--- config.mk ---
export PLATFORM = sky130hd
export DESIGN_NAME = openmips_ifetch
export DESIGN_NICKNAME = d
export VERILOG_FILES = /design/src/rtl/openmips_ifetch.sv
export SDC_FILE = /design/constraint.sdc
export NUM_CORES = 1
export LEC_CHECK = 0
export BUFFER_PORTS_ARGS = -buffer_cell sky130_fd_sc_hd__buf_2
export CORE_ASPECT_RATIO = 1.5
export CORE_MARGIN = 2
export CORE_UTILIZATION = 42
export CTS_CLUSTER_DIAMETER = 150
export DETAILED_ROUTE_END_ITERATION = 12
export PLACE_DENSITY = 0.77
export SLEW_MARGIN = 30
export SYNTH_ARGS = -nofsm -noshare
export SYNTH_HDL_FRONTEND = slang
export SYNTH_SLANG_ARGS = --single-unit
--- constraint.sdc ---
create_clock -name clk -period 1.85 [get_ports clk]
set_input_delay 0.555 -clock clk [delete_from_list [all_inputs] [get_ports clk]]
set_output_delay 0.555 -clock clk [all_outputs]
set_load 0.02 [all_outputs]
--- src/rtl/openmips_ifetch.sv ---
// openmips_ifetch: instruction-fetch initiator for the openmips core.
// It holds the PC, drives the instruction ROM read port and captures
// each returned word into an IF/ID register with a valid flag.
// It also handles decode stall, branch/jump redirect with flush, halt,
// and out-of-range fetch faults.
// Optional feature macro: IFETCH_MISALIGN_TRAP_EN.
//   When defined, a misaligned redirect target faults and halts.
//   When undefined, the low two bits of the target are cleared.
`ifndef PC_BASE_ADDR
`define PC_BASE_ADDR 32'h8000_0000
`endif

module openmips_ifetch #(
  parameter logic [31:0] PC_BASE   = `PC_BASE_ADDR,
  parameter int unsigned ROM_WORDS = 32
) (
  input  logic        clk,
  input  logic        rst_n,
  input  logic        fetch_en_i,
  input  logic        stall_i,
  input  logic        redirect_i,
  input  logic [31:0] redirect_pc_i,
  input  logic        halt_i,
  output logic        openmips_instrom_ren,
  output logic [31:0] openmips_instrom_addr,
  input  logic [31:0] instrom_openmips_data,
  output logic        if_id_valid_o,
  output logic [31:0] if_id_inst_o,
  output logic [31:0] if_id_pc_o,
  output logic        fetch_fault_o,
  output logic [1:0]  state_o
);

  typedef enum logic [1:0] {
    S_IDLE = 2'b00,
    S_RUN  = 2'b01,
    S_HALT = 2'b10
  } state_t;

  localparam logic [31:0] ROM_BYTES = 32'(ROM_WORDS * 4);

  // An address below PC_BASE wraps to a large offset, so a single unsigned
  // compare covers both ends of the legal window.
  function automatic logic in_range(input logic [31:0] pc);
    logic [31:0] off;
    off = pc - PC_BASE;
    return (off < ROM_BYTES);
  endfunction

  state_t      state_q, state_d;
  logic [31:0] pc_q, pc_d;
  logic        valid_q, valid_d;
  logic [31:0] inst_q, inst_d;
  logic [31:0] ifpc_q, ifpc_d;
  logic        fault_q, fault_d;

  // Next-state, PC and IF/ID update with the per-cycle RUN priority:
  // halt, redirect, stall, range fault, normal fetch.
  always_comb begin
    state_d = state_q;
    pc_d    = pc_q;
    valid_d = valid_q;
    inst_d  = inst_q;
    ifpc_d  = ifpc_q;
    fault_d = fault_q;
    case (state_q)
      S_IDLE: begin
        if (fetch_en_i) begin
          state_d = S_RUN;
        end else begin
          state_d = S_IDLE;
        end
      end
      S_RUN: begin
        if (halt_i) begin
          state_d = S_HALT;
          valid_d = 1'b0;
        end else if (redirect_i) begin
          // A redirect flushes IF/ID and wins over a stall in the same cycle.
          valid_d = 1'b0;
`ifdef IFETCH_MISALIGN_TRAP_EN
          if (redirect_pc_i[1:0] != 2'b00) begin
            fault_d = 1'b1;
            state_d = S_HALT;
          end else begin
            pc_d = redirect_pc_i;
          end
`else
          pc_d = {redirect_pc_i[31:2], 2'b00};
`endif
        end else if (stall_i) begin
          pc_d = pc_q;
        end else if (!in_range(pc_q)) begin
          state_d = S_HALT;
          fault_d = 1'b1;
          valid_d = 1'b0;
        end else begin
          inst_d  = instrom_openmips_data;
          ifpc_d  = pc_q;
          valid_d = 1'b1;
          pc_d    = pc_q + 32'd4;
        end
      end
      S_HALT: begin
        valid_d = 1'b0;
      end
      default: begin
        state_d = S_IDLE;
        valid_d = 1'b0;
      end
    endcase
  end

  // State and datapath registers. The reset is synchronous and active-low,
  // and it overrides every register together.
  always_ff @(posedge clk) begin
    if (!rst_n) begin
      state_q <= S_IDLE;
      pc_q    <= PC_BASE;
      valid_q <= 1'b0;
      inst_q  <= 32'h0000_0000;
      ifpc_q  <= 32'h0000_0000;
      fault_q <= 1'b0;
    end else begin
      state_q <= state_d;
      pc_q    <= pc_d;
      valid_q <= valid_d;
      inst_q  <= inst_d;
      ifpc_q  <= ifpc_d;
      fault_q <= fault_d;
    end
  end

  // The ROM read port is combinational. The ROM is read only while running,
  // unstalled and in range, and the address always tracks the PC.
  always_comb begin
    openmips_instrom_ren  = (state_q == S_RUN) && !stall_i && in_range(pc_q);
    openmips_instrom_addr = pc_q;
  end

  assign if_id_valid_o = valid_q;
  assign if_id_inst_o  = inst_q;
  assign if_id_pc_o    = ifpc_q;
  assign fetch_fault_o = fault_q;
  assign state_o       = state_q;

endmodule

Word level (Yosys, flattened, before mapping)
Index checks and enable logic that the tools add are counted.
Storage, ports and cells
  bits in registers: 100
  bits of input ports: 70
  output and inout bits: 101
  word-level logic and storage cells: 46
Cells by class
  add/subtract/negate cells: 2
  magnitude comparators: 1
  eq/ne operators: 7
  mux-type cells: 14
  bitwise logic cells: 6
  reduce and logical (&&, ||, !) cells: 10
Operator list (count)
  two-way mux 32 bit: 3
  adder 32 x 3 -> 32 bit (second input constant): 1
  less-than comparator 32 x 8 -> 1 bit (second input constant): 1
  subtractor 32 bit (second input constant): 1
  AND reduction 5 bit: 2
  inequality test 3 bit (second input constant): 3
  two-way mux 2 bit: 4
  AND reduction 4 bit: 2
  NOT 1 bit: 6
  one-hot mux 2 bit (3 select lines): 1
  two-way mux 1 bit: 5
  inequality test 4 bit (second input constant): 1
  equality test 2 x 1 -> 1 bit (second input constant): 1
  equality test 2 bit (second input constant): 1
  logical AND 1 bit: 2
  logical NOT 2 bit: 1
  inequality test 2 x 1 -> 1 bit (second input constant): 1
  one-hot mux 1 bit (2 select lines): 1
  AND reduction 2 bit: 1
  nonzero test 2 bit: 1
  logical NOT 1 bit: 1

Longest topological paths before layout
  depth after elaboration: 7
  depth in mapped cells: 7
  depth with buffers taken out: 6

Worst setup path after synthesis
OpenSTA, ideal clock, no wires.
  path kind: reg2out
  start point: register pc_q[11] (netlist: openmips_instrom_addr[11])
  end point: output openmips_instrom_ren
  arrival time: 1839 ps
  data required time: 1295 ps
  slack: -544 ps
  cell stages (with the launch flop): 5
  path buffers: 0
  path through: dfxtp_1 > nor4_2 > nand4_1 > nor2_1 > nor4b_1
On the way
  longest elaborated chain between the ends: 3
Ends and longest elaborated chain
  from (decl): line 51  | logic [31:0] pc_q, pc_d;
  from (signal assigned): line 126  | pc_q <= pc_d;
  subtractor 32 bit: line 46  | off = pc - PC_BASE;
  less-than comparator 32 x 8 -> 1 bit: line 47  | return (off < ROM_BYTES);
  logical AND 1 bit: line 137  | openmips_instrom_ren = (state_q == S_RUN) && !stall_i && in_range(pc_q);
  to (decl): line 24  | output logic openmips_instrom_ren,
Every way passes these cells.

Worst setup path after layout
  start point: register pc_q[26] (netlist: openmips_instrom_addr[26])
  end point: output openmips_instrom_ren
Same word-level chain as after synthesis.

==> metrics.txt <==
status finished with violations; failing checks negative setup slack; Vert. Die Dim between 100 and 150 um; final clock skew 0.00874 ns; Setup Buffers After CTS 0; Tmin final roughly 2.3 ns; final core occ about 62%; Starting Density a little over two fifths; Worst-Skew Late Latency between 0.3 and 0.4 ns; worst hold path class input port to flop; Worst R2R Path Depth 7; Worst R2R End openmips_instrom_addr[29]; wire per inst around 15 um; fillers 810; Internal ~3.4 mW; TritonRoute pass-1 iters 4; synthesized area per cell 8.46 um2; post-route setup slack -0.477 ns; Post-Syn Area 0.00373 mm2; P per Cell Area between 800 and 900 mW/mm2; Detail Route Antenna Nets 0; sequential power share between 40% and 50%; CP required between 1 and 1.5 ns; largest cells by area after synthesis dfxtp_1 (51%), nand2_1 (12%), a21oi_1 (7.5%); DP HPWL roughly 8.2 mm; post-synth cell types 47; number of synthesized flops with an enable pin 0; die area approximately 0.0097 mm2; share of total power in the clock network about 41%; element type at the critical path end primary output; Via Count 3,923; Synth async-reset ratio 0%; Top Ports 171; WP data arrival approximately 1.8 ns; Tcrit/Tclk final 126%; Primary FF master, synth dfxtp_1; Seq/Total Area, Yosys roughly half; max frequency ~0.43 GHz; PortBufs roughly 160; H-tree depth 3; end point of the critical path openmips_instrom_ren; GR Layer Usage met1 ~26%; commonest non-fill, non-tap cell in the layout buf_2; vias in the first global route just under 4,000; total grt overflow 0; cts hold-fix bufs 0; Max Slew Vio Count 0; CTS tree done; Sw Ratio about a quarter; combinational share of power a little under an eighth; DR iter-0 viols 138; Peak VDD IR approximately 620 uV; number of diodes 0; # rows between 40 and 50; M3 GR Usage roughly 5.5%; vias per cell just over 5; Syn. warnings 0; core footprint around 0.0087 mm2; Pleak 2.59 nW; Crit. Startpoint openmips_instrom_addr[26]; hold_ws ~0.45 ns; cell taking the most area after synthesis dfxtp_1; most frequent cells in the layout buf_2 (163), nand2_1 (117), dfxtp_1 (87); routed wire length between 10 and 15 mm; root buf cell clkbuf_16; Syn Inst Count approximately 440; pre-CTS setup slack -0.182 ns; Placer Congestion ~0.89; met2 global-route usage ~39%; Die X 81.0 um; total CTS buffers 9; number of hold violations in the final report 0; RSZ-0062 raised after global routing yes; max-cap violation count 0; Most Used Layer, Global Route met2; Synth Register Bits 96; Reg2Reg Setup Slack approximately 0.070 ns; area delta synth->final 46.0%; reg2reg start openmips_instrom_addr[26]; clock buffer depth 2; GRT Total Usage 22.9%; layout cells sized above 1 around 40%; clk slew on worst S/H paths about 0.070 ns; Final #Nets about 720; Critical Path Start Type flop; CP Max Fanout 2; Synth top area share just over 50%; setup violators final 1; largest net degree at the start of global routing 50; initial antenna violation count 0; Residual DRC 0; Sw Pwr ~1.1 mW; CP Class flop to primary output; CTS Sinks 96; first-pass GRT wire length approximately 17 mm
through the flow:
| stage | area [um2] | total power, mW | cells | TNS, ns |
|---|---|---|---|---|
| floorplan | 3780 | 2.43 | 444 | -0.0767 |
| global placement | 5040 | 2.67 | 743 | -4.10 |
| detailed placement | 5040 | 2.69 | 743 | -5.96 |
| CTS | 5390 | 4.59 | 759 | -0.470 |
| global route | 5450 | 4.75 | 760 | -0.567 |
| finish | 5450 | 4.55 | 760 | -0.477 |
critical path, cell delays in order, from the launching register on:
cell and delay [ns]:
dfxtp_2 0.34, nor4_4 0.36, nand3_2 0.15, nor2_2 0.19, nor4b_4 0.22, buf_4 0.18
how the worst min path moves through the flow:
| stage | from | end | slack [ns] | cells after the start |
|---|---|---|---|---|
| floorplan | openmips_instrom_addr[26] | openmips_instrom_addr[26] | 0.51 | 2 |
| global placement | fetch_fault_o | fetch_fault_o | 0.44 | 2 |
| detailed placement | fetch_fault_o | fetch_fault_o | 0.44 | 2 |
| CTS | instrom_openmips_data[9] | if_id_inst_o[9] | 0.43 | 3 |
| global route | instrom_openmips_data[6] | if_id_inst_o[6] | 0.44 | 3 |
| finish | instrom_openmips_data[9] | if_id_inst_o[9] | 0.45 | 3 |
metal layers:
layer  up-vias  share of wire (%)
met2       145                 51
met1      1820                 40
met4         0                2.1
met5         -                  0
li1       1941                  -
met3        17                7.1
cell usage after synthesis, drive strengths merged (3+ instances only):
master and instances:
nor2 16, o31ai 3, nor4 5, o21ai 8, nand3 9, o41ai 4
a21oi 57, o221a 5, nand2 117, nor3 10, inv 7, clkbuf 17
dfxtp 96, and3 28, a31oi 7, buf 14, a32o 6, nand4 6
timing repair:
item | 4_1_cts | 5_1_grt
pin swaps | 4 | 5
endpoints found under the setup margin | 2 | 31
resized for setup | 6 | 6
endpoints found under the hold margin | 0 | 0
gates cloned | 0 | 1
power by group through the flow:
stage                     logic, mW  registers [mW]  clock network, mW
after floorplan               0.219            2.21                  0
after global placement        0.508            2.16                  0
after detailed placement      0.520            2.17                  0
after CTS                     0.530            2.12               1.94
after global routing          0.591            2.12               2.03
final                         0.544            2.12               1.89
flip-flops by register name, summed over array words and instances, names as in the netlist:
| register | flops |
|---|---|
| if_id_pc_o | 30 |
| if_id_inst_o | 32 |
| fetch_fault_o | 1 |
| if_id_valid_o | 1 |
| openmips_instrom_addr | 30 |
| state_o | 2 |
cell families after synthesis:
| family | synth area share [%] |
|---|---|
| simple gates | 25.4 |
| compound gates | 17.2 |
| flops | 51.5 |
| buf+inv | 5.20 |
| mux | 0.268 |
| fa+ha+maj | 0.335 |
| other cells | 0.100 |
area by class of cell:
cell class / count / area, um2 / share of cell area (%)
Sequential cell: 96 / 1930 / 35.5
Tap cell: 110 / 138 / 2.53
Inverter: 8 / 30.0 / 0.551
Clock inverter: 5 / 63.8 / 1.17
Multi-Input combinational cell: 309 / 1730 / 31.8
Timing Repair Buffer: 221 / 1310 / 24.0
Clock buffer: 11 / 243 / 4.46
No activity file was read; power rests on OpenSTA's default activity.
